### src/rtl/fp_pkg.sv
// Shared FP helpers: width table, pre-normalise state encoding, constants.
// Included by every FP block that needs EMSB/FMSB from WID.
package fp_pkg;

    typedef enum logic [1:0] {
        IDLE = 2'd0,
        NORM = 2'd1,
        DONE = 2'd2
    } state_t;

    localparam int EXP_DENORM = 1;

    function automatic int fp_emsb(input int wid);
        case (wid)
            16:      return 4;
            32:      return 7;
            64:      return 10;
            80:      return 14;
            128:     return 14;
            default: return 7;
        endcase
    endfunction

    function automatic int fp_fmsb(input int wid);
        case (wid)
            16:      return 9;
            32:      return 22;
            64:      return 51;
            80:      return 63;
            128:     return 111;
            default: return 22;
        endcase
    endfunction

endpackage

### src/rtl/fp_lzc_step.sv
// Leading-zero count over one STEP-wide window; saturates at STEP
// when the whole window is zero.
module fp_lzc_step
    import fp_pkg::*;
#(
    parameter int STEP = 4,
    localparam int CW = $clog2(STEP) + 1
) (
    input  logic [STEP-1:0] v,
    output logic [CW-1:0]   cnt
);

    // Highest set bit wins, since it is visited last.
    always_comb begin
        cnt = CW'(STEP);
        for (int i = 0; i < STEP; i++) begin
            if (v[i]) cnt = CW'(STEP - 1 - i);
        end
    end

endmodule

### src/rtl/fp_prenorm.sv
// FP pre-normalise stage: shifts denormal fractions left until the
// hidden bit is set, tracking a widened signed exponent.
module fp_prenorm
    import fp_pkg::*;
#(
    parameter int WID  = 32,
    parameter int STEP = 4,
    localparam int EMSB = fp_emsb(WID),
    localparam int FMSB = fp_fmsb(WID)
) (
    input  logic            clk,
    input  logic            rst_n,
    input  logic            flush_i,
    input  logic            in_valid,
    output logic            in_ready,
    input  logic            sgn_i,
    input  logic [EMSB:0]   exp_i,
    input  logic [FMSB+1:0] fract_i,
    input  logic            xz_i,
    input  logic            vz_i,
    input  logic            inf_i,
    input  logic            qnan_i,
    input  logic            snan_i,
    input  logic            nan_i,
    output logic            out_valid,
    input  logic            out_ready,
    output logic            sgn_o,
    output logic [EMSB+1:0] exp_o,
    output logic [FMSB+1:0] fract_o,
    output logic            zero_o,
    output logic            inf_o,
    output logic            qnan_o,
    output logic            snan_o,
    output logic            nan_o,
    output logic            denorm_o
);

    localparam int CW = $clog2(STEP) + 1;
    localparam int EW = EMSB + 2;

    state_t        state, nxt;
    logic [CW-1:0] lz;
    logic          full;
    logic          acc;
    logic          den;

    fp_lzc_step #(.STEP(STEP)) u_lzc (
        .v   (fract_o[FMSB+1 -: STEP]),
        .cnt (lz)
    );

    assign in_ready  = (state == IDLE);
    assign out_valid = (state == DONE);
    assign acc       = in_valid & in_ready & ~flush_i;
    assign full      = (lz == CW'(STEP));
    assign den       = xz_i & ~vz_i;

    always_ff @(posedge clk or negedge rst_n) begin
        if (!rst_n) state <= IDLE;
        else        state <= nxt;
    end

    always_comb begin
        nxt = state;
        unique case (state)
            IDLE:    if (acc) nxt = den ? NORM : DONE;
            NORM:    if (!full) nxt = DONE;
            DONE:    if (out_ready) nxt = IDLE;
            default: nxt = IDLE;
        endcase
        if (flush_i) nxt = IDLE;
    end

    always_ff @(posedge clk or negedge rst_n) begin
        if (!rst_n) begin
            sgn_o    <= 1'b0;
            exp_o    <= '0;
            fract_o  <= '0;
            zero_o   <= 1'b0;
            inf_o    <= 1'b0;
            qnan_o   <= 1'b0;
            snan_o   <= 1'b0;
            nan_o    <= 1'b0;
            denorm_o <= 1'b0;
        end else if (acc) begin
            sgn_o <= sgn_i;
            unique case (1'b1)
                den: begin
                    exp_o    <= EW'(EXP_DENORM);
                    fract_o  <= fract_i;
                    zero_o   <= 1'b0;
                    inf_o    <= 1'b0;
                    qnan_o   <= 1'b0;
                    snan_o   <= 1'b0;
                    nan_o    <= 1'b0;
                    denorm_o <= 1'b1;
                end
                vz_i: begin
                    exp_o    <= '0;
                    fract_o  <= '0;
                    zero_o   <= 1'b1;
                    inf_o    <= 1'b0;
                    qnan_o   <= 1'b0;
                    snan_o   <= 1'b0;
                    nan_o    <= 1'b0;
                    denorm_o <= 1'b0;
                end
                default: begin
                    exp_o    <= {1'b0, exp_i};
                    fract_o  <= fract_i;
                    zero_o   <= 1'b0;
                    inf_o    <= inf_i;
                    qnan_o   <= qnan_i;
                    snan_o   <= snan_i;
                    nan_o    <= nan_i;
                    denorm_o <= 1'b0;
                end
            endcase
        end else if (state == NORM && !flush_i) begin
            if (full) begin
                fract_o <= fract_o << STEP;
                exp_o   <= exp_o - EW'(STEP);
            end else begin
                fract_o <= fract_o << lz;
                exp_o   <= exp_o - EW'(lz);
            end
        end
    end

endmodule

### config.mk
export PLATFORM = sky130hd
export DESIGN_NAME = fp_prenorm
export DESIGN_NICKNAME = d
export VERILOG_FILES = /design/src/rtl/fp_pkg.sv /design/src/rtl/fp_lzc_step.sv /design/src/rtl/fp_prenorm.sv
export SDC_FILE = /design/constraint.sdc
export NUM_CORES = 1
export LEC_CHECK = 0
export CELL_PAD_IN_SITES_DETAIL_PLACEMENT = 0
export CELL_PAD_IN_SITES_GLOBAL_PLACEMENT = 1
export CORE_ASPECT_RATIO = 1.75
export CORE_MARGIN = 10
export CORE_UTILIZATION = 35
export CTS_CLUSTER_SIZE = 24
export DETAILED_ROUTE_END_ITERATION = 6
export GPL_TIMING_DRIVEN = 0
export PLACE_DENSITY_LB_ADDON = 0.1
export SYNTH_ARGS = -nofsm -noshare
export SYNTH_HDL_FRONTEND = slang
export SYNTH_SLANG_ARGS = --single-unit
### constraint.sdc
create_clock -name clk -period 3.5 [get_ports clk]
set_input_delay 0.35 -clock clk [delete_from_list [all_inputs] [get_ports clk]]
set_output_delay 0.35 -clock clk [all_outputs]
set_load 0.1 [all_outputs]
==> results of run 1 <==
layout make-up:
cell class                 instances  share of cell area, %
clock buffer                       7                  3.441
tap                              115                  3.471
buffer                            33                  3.471
sequential                        42                  25.35
clock inverter                     1                 0.1207
multi-input combinational        267                  41.90
timing repair buffer              86                  20.89
inverter                          15                  1.358
worst reg2reg max path, stage by stage (launching register included):
cell      delay (ns)
dfrtp_1         0.37
buf_2           0.20
inv_1           0.20
clkbuf_1        0.44
o211ai_1        0.28
fa_1            0.49
a211oi_1        0.25
nand2_1         0.10
a21oi_2         0.30
a21oi_1         0.12
a221o_1         0.27
layer usage:
layer	global-route usage [%]	wire length, um	up-vias
met5	0	0	-
met4	7.100	315	0
met3	4.279	787	22
met2	35.29	6713	149
met1	19.06	4436	1628
li1	-	-	1554
power breakdown:
group | total [mW] | switching, mW | internal, mW | leakage (nW)
Sequential | 0.879 | 0.258 | 0.621 | 0.506
Clock | 0.488 | 0.204 | 0.284 | 0.0739
Combinational | 2.31 | 1.66 | 0.654 | 1.04
Total | 3.68 | 2.12 | 1.56 | 1.62
repair_timing:
action                    in CTS  in global routing
hold endpoints to repair       8                  0
buffers inserted               0                  0
gates resized for setup        0                  0
hold buffers                   1                  0
kinds of logic (layout without fill, tap and decap cells):
| logic type | after synthesis | after routing | synth area share [%] |
|---|---|---|---|
| AO/OA/AOI/OAI | 172 | 172 | 39.28 |
| AND/OR/NAND/NOR | 85 | 85 | 14.91 |
| buffers and inverters | 48 | 142 | 6.700 |
| flip-flops | 42 | 42 | 35.18 |
| adder cells (fa/ha/maj) | 5 | 5 | 2.345 |
| multiplexers | 3 | 3 | 1.005 |
| XOR/XNOR | 2 | 2 | 0.5864 |
synth_stat cells, types with 4 or more instances:
library cell and instances:
a21boi_0 5, a21oi_1 46, a221o_1 13, a22o_1 5
a22oi_1 19, and2_1 4, buf_2 13, clkbuf_1 19
dfrtp_1 42, ha_1 4, inv_1 14, nand2_1 30
nor2_1 21, nor3_1 8, o211ai_1 12, o21ai_0 28
o21ai_1 4, o22a_1 4, o22ai_1 4, o32a_1 7
final timing paths:
kind                                           endpoint
worst max-delay path               exp_o[6]$_DFFE_PN0P_
worst min-delay path            fract_o[21]$_DFFE_PN0P_
worst max register to register     exp_o[6]$_DFFE_PN0P_
worst min register to register       zero_o$_DFFE_PN0P_
max in group asynchronous       fract_o[17]$_DFFE_PN0P_
min in group clk                     zero_o$_DFFE_PN0P_
per-stage QoR:
| step | area (um2) | hold WS [ns] | utilization, % | worst slack, ns |
|---|---|---|---|---|
| 6_report | 4145 | 0.4635 | 49.86 | 0.3782 |
| 5_1_grt | 4145 | 0.4908 | 49.86 | 0.1652 |
| 4_1_cts | 4145 | 0.4711 | 49.86 | 0.4053 |
| 3_5_place_dp | 3988 | 0.2414 | 47.97 | 0.4234 |
| 3_3_place_gp | 3973 | 0.4622 | 47.79 | 0.4416 |
| 2_1_floorplan | 2988 | 0.05441 | - | 0.2780 |
state kept, by name, summed over array words and instances, names as in the netlist:
| register | flops |
|---|---|
| fract_o | 24 |
| exp_o | 9 |
| state | 2 |
| denorm_o | 1 |
| inf_o | 1 |
| nan_o | 1 |
| qnan_o | 1 |
| sgn_o | 1 |
| snan_o | 1 |
| zero_o | 1 |
placed cells by master, fill, tap and decap left out, drive strengths merged, types with 4 or more instances in the layout:
cell type / count
a21boi: 5
a21oi: 47
a221o: 13
a22o: 5
a22oi: 19
and2: 4
buf: 16
clkbuf: 26
clkdlybuf4s50: 83
dfrtp: 42
ha: 4
inv: 15
nand2: 30
nor2: 23
nor3: 9
o211ai: 12
o21ai: 32
o22a: 4
o22ai: 4
o32a: 7
==> tab_implementation.tex, run 1 <==
\begin{tabular}{lr}
\hline
Metric & Value \\
\hline
\multicolumn{2}{l}{\textbf{Clocking}} \\
Clock-pin slew reported for the worst setup and hold paths after clock tree synthesis & 0.06 ns \\
CTS tree & done \\
H-tree levels & 2 \\
Clock insertion delay at the later pin of the skew report & 0.29 ns \\
Clock Tree Root & clkbuf\_16 \\
Number of buffers created by CTS & 5 \\
Maximum number of buffers from clock root to sink & 2 \\
CTS sink count & 42 \\
\multicolumn{2}{l}{\textbf{Routing}} \\
Residual DRC count & 0 \\
Antenna Nets Post-Route & 0 \\
WL final & 12,250 um \\
Routed via count divided by cell count & 5.924 \\
Final routed wire length divided by cell count & 21.65 um \\
Drt first pass iters & 5 \\
Vias & 3,353 \\
Iteration-0 DRC Markers & 229 \\
\multicolumn{2}{l}{\textbf{Critical path}} \\
Data arrival time of the critical path & 3.30 ns \\
Buf/Inv on CP & 3 \\
Endpoint kind of the worst setup timing path & register \\
Slowest library cell on the worst path & fa\_1 \\
List of cells traversed by the critical path & buf\_2 -> inv\_1 -> clkbuf\_1 -> o211ai\_1 -> fa\_1 -> a211oi\_1 -> nand2\_1 -> a21oi\_2 -> a21oi\_1 -> a221o\_1 \\
Maximum fanout along the worst path & 10 \\
Setup Crit Path Kind & reg2reg \\
Reg-to-reg setup timing slack & 0.38 ns \\
Nature of the critical path startpoint & register \\
Startpoint of the worst register-to-register path & fract\_o[23]\$\_DFFE\_PN0P\_ \\
Setup crit start & fract\_o[23]\$\_DFFE\_PN0P\_ \\
Stages on worst setup path & 10 \\
Depth of the most critical reg-to-reg path & 10 \\
Critical Path Max Stage Delay & 0.49 ns \\
CP Data Required Time & 3.68 ns \\
Kind of cell adding the most delay to the critical path & compound AO/OA/AOI/OAI gates \\
\multicolumn{2}{l}{\textbf{Global routing}} \\
Number of global-route vias before repair & 3,450 \\
Maximum number of pins on one net before global-route repair & 35 \\
Antenna violations before repair & 0 \\
First-pass GRT wire length & 18,950 um \\
Total routing usage reported by global routing & 18.56\% \\
Remaining global-route overflow & 0 \\
\multicolumn{2}{l}{\textbf{Timing}} \\
Minimum clock period after layout & 3.122 ns \\
Number of pins with negative max-slew slack in the final report & 0 \\
Number of endpoints failing setup at the final stage & 0 \\
RSZ-0062 raised after global routing & false \\
Slew headroom & 32.87\% \\
Sum Neg Setup Slack & 0 ns \\
Fmax achieved & 320.3 MHz \\
Clock Skews & 0.003752 ns \\
Post-route fraction of the period consumed by the critical path & 89.20\% \\
Worst Max-Slew Pin Slew & 1.004 ns \\
Number of failing hold endpoints at the final stage & 0 \\
\multicolumn{2}{l}{\textbf{Yosys}} \\
Syn. warnings & 0 \\
Share of synthesized registers carrying an async set or reset & 100.0\% \\
Share of the synthesized area in the top cell type & 35.18\% \\
Number of enable flip-flop cells after synthesis & 0 \\
Gate count of the mapped netlist & 357 \\
Most used flip-flop cell after synthesis & dfrtp\_1 \\
Total of flip-flops plus latches after synthesis & 42 \\
Count of distinct cell types in the synthesized netlist & 58 \\
Net count after synthesis & 406 \\
Top cell type by total area after synthesis & dfrtp\_1 \\
Mapped Area & 0.002988 mm2 \\
Seq/Total Area, Yosys & 35.18\% \\
Largest cells by area after synthesis & dfrtp\_1 35\%, a21oi\_1 7.7\%, a22oi\_1 4.8\% \\
Average footprint of a synthesized cell & 8.369 um2 \\
\multicolumn{2}{l}{\textbf{Power and ir drop}} \\
Static leakage power & 1.620 nW \\
Total power divided by cell area & 887.6 mW/mm2 \\
Highest ir drop seen on vdd & 0.3633 mV \\
Power consumption & 3.679 mW \\
\multicolumn{2}{l}{\textbf{Finish}} \\
Layout cell share with drive strength beyond 1 & 7.539\% \\
Area Overhead vs Synth & 38.74\% \\
Ant. Diodes & 0 \\
Number of non-filler instances in the completed layout & 566 \\
Total area of multi-input combinational cells & 0.001737 mm2 \\
NumNets Final & 499 \\
Number of fillers in the final layout & 847 \\
Sequential cell area & 0.001051 mm2 \\
\multicolumn{2}{l}{\textbf{Floorplan}} \\
Io pins & 86 \\
Die X-Extent & 89.85 um \\
Core Footprint & 0.008313 mm2 \\
Starting density of the core & 35.94\% \\
Rows & 44 \\
DIE AREA & 0.01278 mm2 \\
Chip height & 142.2 um \\
\multicolumn{2}{l}{\textbf{Run}} \\
Max-cap check violation count & 0 \\
\multicolumn{2}{l}{\textbf{Hold path}} \\
Type of the most critical hold path & in2async \\
\multicolumn{2}{l}{\textbf{Placed design}} \\
Instance count after placement with tap cells included & 557 \\
Port buffer count & 84 \\
HPWL after detailed placement & 9368 um \\
Final weighted congestion in routability-driven placement & 0.9249 \\
\multicolumn{2}{l}{\textbf{Run status}} \\
Outcome & finished, final reports clean \\
\hline
\end{tabular}
(Power assumes the default switching activity.)
==> run 2: changes to the inputs <==
Settings changed: GPL_TIMING_DRIVEN 0 to 1.
==> run 2 against run 1 <==
Setup slack improved by 0.24 ns. Cell count fell by 4.4%. Clock-buffer cell count unchanged. Highest routed layer unchanged. Sequential cell count unchanged. Critical endpoint unchanged. First-iteration DRC count is 16% higher.
==> tab_implementation.tex, run 2 (synthesis gave the netlist of run 1 again) <==
\begin{tabular}{lr}
\hline
Metric & Value \\
\hline
\multicolumn{2}{l}{\textbf{Run status}} \\
Outcome & finished, final reports clean \\
\multicolumn{2}{l}{\textbf{Finish}} \\
Highest-count cells in the layout ignoring fill and taps & 79 x clkdlybuf4s50\_1, 46 x a21oi\_1, 42 x dfrtp\_1 \\
Number of fillers in the final layout & 860 \\
Number of flip-flops under the largest register name & 24 \\
Area of all placed cells without fillers & 0.004036 mm2 \\
NumNets Final & 474 \\
Leading cell type in the layout, fill and taps excluded & clkdlybuf4s50\_1 \\
Area Overhead vs Synth & 35.09\% \\
Register ranked first by flip-flop count & fract\_o \\
Number of non-filler instances in the completed layout & 541 \\
Layout cell share with drive strength beyond 1 & 7.746\% \\
Registers with the most flip-flops & fract\_o (24), exp\_o (9), state (2) \\
Ant. Diodes & 0 \\
\multicolumn{2}{l}{\textbf{Run}} \\
Max-cap check violation count & 0 \\
\multicolumn{2}{l}{\textbf{Timing}} \\
Minimum clock period after layout & 2.885 ns \\
Number of endpoints failing setup at the final stage & 0 \\
RSZ-0062 raised after global routing & false \\
Clock Skews & 0.004002 ns \\
Worst Max-Slew Pin Slew & 1.016 ns \\
Number of failing hold endpoints at the final stage & 0 \\
Sum Neg Setup Slack & 0 ns \\
Fmax achieved & 346.7 MHz \\
Slew headroom & 32.07\% \\
Number of pins with negative max-slew slack in the final report & 0 \\
Post-route fraction of the period consumed by the critical path & 82.42\% \\
\multicolumn{2}{l}{\textbf{Placed design}} \\
Placement-stage cell area & 0.003889 mm2 \\
Port buffer count & 85 \\
HPWL after detailed placement & 8655 um \\
Instance count after placement with tap cells included & 533 \\
Final weighted congestion in routability-driven placement & 0.8654 \\
\multicolumn{2}{l}{\textbf{Power and ir drop}} \\
Total power divided by cell area & 904.9 mW/mm2 \\
Static leakage power & 1.575 nW \\
Highest ir drop seen on vdd & 0.4804 mV \\
\multicolumn{2}{l}{\textbf{Global routing}} \\
First-pass GRT wire length & 18,770 um \\
Maximum number of pins on one net before global-route repair & 43 \\
Antenna violations before repair & 0 \\
Number of global-route vias before repair & 3,408 \\
Total routing usage reported by global routing & 18.24\% \\
Remaining global-route overflow & 0 \\
\multicolumn{2}{l}{\textbf{Routing}} \\
Antenna Nets Post-Route & 0 \\
Routed via count divided by cell count & 6.020 \\
Iteration-0 DRC Markers & 265 \\
Residual DRC count & 0 \\
Vias & 3,257 \\
Final routed wire length divided by cell count & 22.01 um \\
Drt first pass iters & 5 \\
WL final & 11,910 um \\
\multicolumn{2}{l}{\textbf{Clocking}} \\
H-tree levels & 2 \\
Clock-pin slew reported for the worst setup and hold paths after clock tree synthesis & 0.06 ns \\
Number of buffers created by CTS & 5 \\
Clock insertion delay at the later pin of the skew report & 0.29 ns \\
Total setup buffers inserted after CTS & 0 \\
Maximum number of buffers from clock root to sink & 2 \\
CTS tree & done \\
Clock Tree Root & clkbuf\_16 \\
Hold buffer count at CTS & 0 \\
CTS sink count & 42 \\
\# resized after CTS & 0 \\
\multicolumn{2}{l}{\textbf{Floorplan}} \\
Rows & 44 \\
Chip height & 142.2 um \\
DIE AREA & 0.01278 mm2 \\
Die X-Extent & 89.85 um \\
Io pins & 86 \\
Core Footprint & 0.008313 mm2 \\
Starting density of the core & 35.94\% \\
\multicolumn{2}{l}{\textbf{Critical path}} \\
Setup Crit Path Kind & reg2reg \\
Data arrival time of the critical path & 3.06 ns \\
Nature of the critical path startpoint & register \\
Critical Path Max Stage Delay & 0.66 ns \\
List of cells traversed by the critical path & inv\_1 -> a21oi\_1 -> ha\_1 -> inv\_1 -> fa\_1 -> a211oi\_1 -> nand2\_1 -> a21oi\_2 -> a21oi\_1 -> a221o\_1 \\
Slowest library cell on the worst path & dfrtp\_1 \\
Endpoint kind of the worst setup timing path & register \\
CP Data Required Time & 3.68 ns \\
Kind of cell adding the most delay to the critical path & compound AO/OA/AOI/OAI gates \\
Buf/Inv on CP & 2 \\
Maximum fanout along the worst path & 15 \\
\multicolumn{2}{l}{\textbf{Hold path}} \\
Type of the most critical hold path & in2async \\
\hline
\end{tabular}
run 2: final timing paths:
check	cells after the start	from	endpoint	slack, ns
worst max register to register	10	fract_o[22]$_DFFE_PN0P_	exp_o[6]$_DFFE_PN0P_	0.62
worst min register to register	2	zero_o$_DFFE_PN0P_	zero_o$_DFFE_PN0P_	0.48
max in group asynchronous	1	rst_n	exp_o[7]$_DFFE_PN0P_	2.65
min in group clk	2	zero_o$_DFFE_PN0P_	zero_o$_DFFE_PN0P_	0.48
worst min-delay path	1	rst_n	fract_o[11]$_DFFE_PN0P_	0.22
worst max-delay path	10	fract_o[22]$_DFFE_PN0P_	exp_o[6]$_DFFE_PN0P_	0.62
run 2: report_power, final:
group / internal (mW) / switching, mW
Combinational: 0.645 / 1.60
Sequential: 0.620 / 0.309
Clock: 0.283 / 0.198
Total: 1.55 / 2.10
run 2: area by class of cell:
cell class              count  area, um2  share of cell area [%]
inverters                  15      56.30                   1.395
multi-input cells         267       1737                   43.03
well taps                 115      143.9                   3.565
repair buffers             94      900.9                   22.32
clock buffers               7      142.6                   3.534
clock inverters             1      5.005                  0.1240
flip-flops and latches     42       1051                   26.04
run 2: per-stage QoR:
| stage | worst slack [ns] | util (%) | power (mW) | hold WS (ns) |
|---|---|---|---|---|
| global route | 0.4229 | 48.56 | 3.831 | 0.3058 |
| detailed placement | 0.7210 | 46.78 | 3.175 | 0.4738 |
| global placement | 0.7377 | 46.78 | 3.164 | 0.4657 |
| finish | 0.6155 | 48.56 | 3.652 | 0.2163 |
| floorplan | 0.2780 | - | 2.528 | 0.05441 |
| CTS | 0.6792 | 48.56 | 3.664 | 0.2690 |
run 2: metal layers:
layer	track usage [%]	up-vias	share of wire, %
met5	0	-	0
met4	9.752	0	4.1
met3	4.120	40	5.7
met2	33.37	130	53
met1	18.83	1590	37
li1	-	1497	-
==> run 3: changes to the inputs <==
Clock period 3.5 ns to 2.9 ns, I/O delays scaled along.
==> run 3 against run 2 <==
Clock skew grew 0.0029 ns. Combinational power is 20% higher. Sequential share of layout area rose by 0.31 points. Setup slack worse by 0.43 ns. Highest routed layer unchanged.
==> tab_implementation.tex, run 3 (synthesis gave the netlist of run 1 again) <==
\begin{tabular}{lr}
\hline
Metric & Value \\
\hline
\multicolumn{2}{l}{\textbf{Timing}} \\
Number of failing hold endpoints at the final stage & 0 \\
Fmax achieved & 368.9 MHz \\
Number of pins with negative max-slew slack in the final report & 0 \\
Final hold slack & 0.06927 ns \\
RSZ-0062 raised after global routing & false \\
Clock Skews & 0.006875 ns \\
Post-route fraction of the period consumed by the critical path & 93.49\% \\
Sum Neg Setup Slack & 0 ns \\
Worst Max-Slew Pin Slew & 0.7616 ns \\
Slew headroom & 49.23\% \\
Number of endpoints failing setup at the final stage & 0 \\
Minimum clock period after layout & 2.711 ns \\
\multicolumn{2}{l}{\textbf{Global routing}} \\
Antenna violations before repair & 0 \\
Total routing usage reported by global routing & 18.45\% \\
Maximum number of pins on one net before global-route repair & 32 \\
Remaining global-route overflow & 0 \\
First-pass GRT wire length & 19,070 um \\
Number of global-route vias before repair & 3,412 \\
\multicolumn{2}{l}{\textbf{Finish}} \\
Total area of multi-input combinational cells & 0.001737 mm2 \\
Layout cell share with drive strength beyond 1 & 19.27\% \\
Number of flip-flops under the largest register name & 24 \\
Leading cell type in the layout, fill and taps excluded & buf\_4 \\
Post-layout util & 48.33\% \\
Register ranked first by flip-flop count & fract\_o \\
Registers with the most flip-flops & fract\_o (24), exp\_o (9), state (2) \\
Highest-count cells in the layout ignoring fill and taps & 61 x buf\_4, 46 x a21oi\_1, 42 x clkdlybuf4s50\_1 \\
Ant. Diodes & 0 \\
Area Overhead vs Synth & 34.46\% \\
Sequential cell area & 0.001059 mm2 \\
NumNets Final & 484 \\
Number of fillers in the final layout & 862 \\
\multicolumn{2}{l}{\textbf{Critical path}} \\
List of cells traversed by the critical path & nand2b\_1 -> a21oi\_1 -> ha\_1 -> inv\_1 -> fa\_1 -> a211oi\_1 -> nand2\_1 -> a21oi\_2 -> a21oi\_1 -> a221o\_1 \\
Critical path endpoint & exp\_o[6]\$\_DFFE\_PN0P\_ \\
Setup Crit Path Kind & reg2reg \\
Reg-to-reg setup timing slack & 0.19 ns \\
Kind of cell adding the most delay to the critical path & compound AO/OA/AOI/OAI gates \\
Buf/Inv on CP & 1 \\
Critical Path Max Stage Delay & 0.50 ns \\
CP Data Required Time & 3.07 ns \\
Depth of the most critical reg-to-reg path & 10 \\
Stages on worst setup path & 10 \\
Nature of the critical path startpoint & register \\
Maximum fanout along the worst path & 11 \\
Startpoint of the worst register-to-register path & fract\_o[21]\$\_DFFE\_PN0P\_ \\
Data arrival time of the critical path & 2.88 ns \\
Worst r2r dst & exp\_o[6]\$\_DFFE\_PN0P\_ \\
Slowest library cell on the worst path & dfrtp\_2 \\
Most frequent CP cell & a21oi\_1 \\
Endpoint kind of the worst setup timing path & register \\
Setup crit start & fract\_o[21]\$\_DFFE\_PN0P\_ \\
\multicolumn{2}{l}{\textbf{Clocking}} \\
Clock Tree Root & clkbuf\_16 \\
Clock insertion delay at the later pin of the skew report & 0.29 ns \\
CTS tree & done \\
Total setup buffers inserted after CTS & 0 \\
Clock-pin slew reported for the worst setup and hold paths after clock tree synthesis & 0.06 ns \\
H-tree levels & 2 \\
Maximum number of buffers from clock root to sink & 2 \\
CTS sink count & 42 \\
Number of buffers created by CTS & 5 \\
Hold buffer count at CTS & 0 \\
\# resized after CTS & 0 \\
\multicolumn{2}{l}{\textbf{Power and ir drop}} \\
Highest ir drop seen on vdd & 0.6703 mV \\
Total power divided by cell area & 1080 mW/mm2 \\
Static leakage power & 1.656 nW \\
\multicolumn{2}{l}{\textbf{Run}} \\
Max-cap check violation count & 0 \\
\multicolumn{2}{l}{\textbf{Placed design}} \\
HPWL after detailed placement & 8965 um \\
Port buffer count & 85 \\
Final weighted congestion in routability-driven placement & 0.8706 \\
\multicolumn{2}{l}{\textbf{Run status}} \\
Outcome & finished, final reports clean \\
\multicolumn{2}{l}{\textbf{Routing}} \\
Final routed wire length divided by cell count & 21.95 um \\
Routed via count divided by cell count & 5.973 \\
Antenna Nets Post-Route & 0 \\
Drt first pass iters & 5 \\
Vias & 3,291 \\
WL final & 12,090 um \\
Residual DRC count & 0 \\
Iteration-0 DRC Markers & 187 \\
\multicolumn{2}{l}{\textbf{Floorplan}} \\
Chip height & 142.2 um \\
DIE AREA & 0.01278 mm2 \\
Rows & 44 \\
Io pins & 86 \\
Core Footprint & 0.008313 mm2 \\
Starting density of the core & 35.94\% \\
Die X-Extent & 89.85 um \\
\multicolumn{2}{l}{\textbf{Hold path}} \\
Type of the most critical hold path & in2async \\
\hline
\end{tabular}
[run 3: stage by stage]
stage	area [um2]	std cells	setup WS, ns	total power, mW
2_1_floorplan	2995	357	0.04825	3.055
3_3_place_gp	3879	543	0.3468	3.790
3_5_place_dp	3879	543	0.2537	3.802
4_1_cts	4018	551	0.2155	4.366
5_1_grt	4018	551	0.03983	4.570
6_report	4018	551	0.1889	4.341
[run 3: metal layers]
metal / GRT usage [%] / routed length, um / vias to the layer above / part of all wire (%)
met2: 33.18 / 6398 / 122 / 53
met4: 8.469 / 400 / 0 / 3.3
met1: 20.50 / 4700 / 1627 / 39
met5: 0 / 0 / - / 0
li1: - / - / 1514 / -
met3: 3.381 / 593 / 28 / 4.9
[run 3: worst min path at each step]
stage	endpoint	slack [ns]	cells after the start	startpoint
after CTS	fract_o[2]$_DFFE_PN0P_	0.1	1	rst_n
after global routing	fract_o[19]$_DFFE_PN0P_	0.12	1	rst_n
final	fract_o[2]$_DFFE_PN0P_	0.07	1	rst_n
after floorplan	denorm_o$_DFFE_PN0P_	-0.006	0	rst_n
after detailed placement	fract_o[2]$_DFFE_PN0P_	0.41	1	rst_n
after global placement	fract_o[2]$_DFFE_PN0P_	0.40	1	rst_n
[run 3: area by class of cell]
type,count,area share [%]
multi-input combinational,267,43.23
sequential,42,26.35
inverter,15,1.401
clock buffer,6,3.208
clock inverter,2,0.2491
tap,115,3.581
timing repair buffer,104,21.99
[run 3: worst register-to-register path: cells and delay by family, from the launching register on]
kind,cells,cell delay (ns)
adder cells (fa/ha/maj),2,0.61
flip-flops,1,0.50
AO/OA/AOI/OAI,5,1.14
buffers and inverters,1,0.06
AND/OR/NAND/NOR,2,0.30
[run 3: where the power goes]
group | switching, mW | internal [mW]
registers | 0.356 | 0.753
clock network | 0.238 | 0.317
logic | 1.94 | 0.739
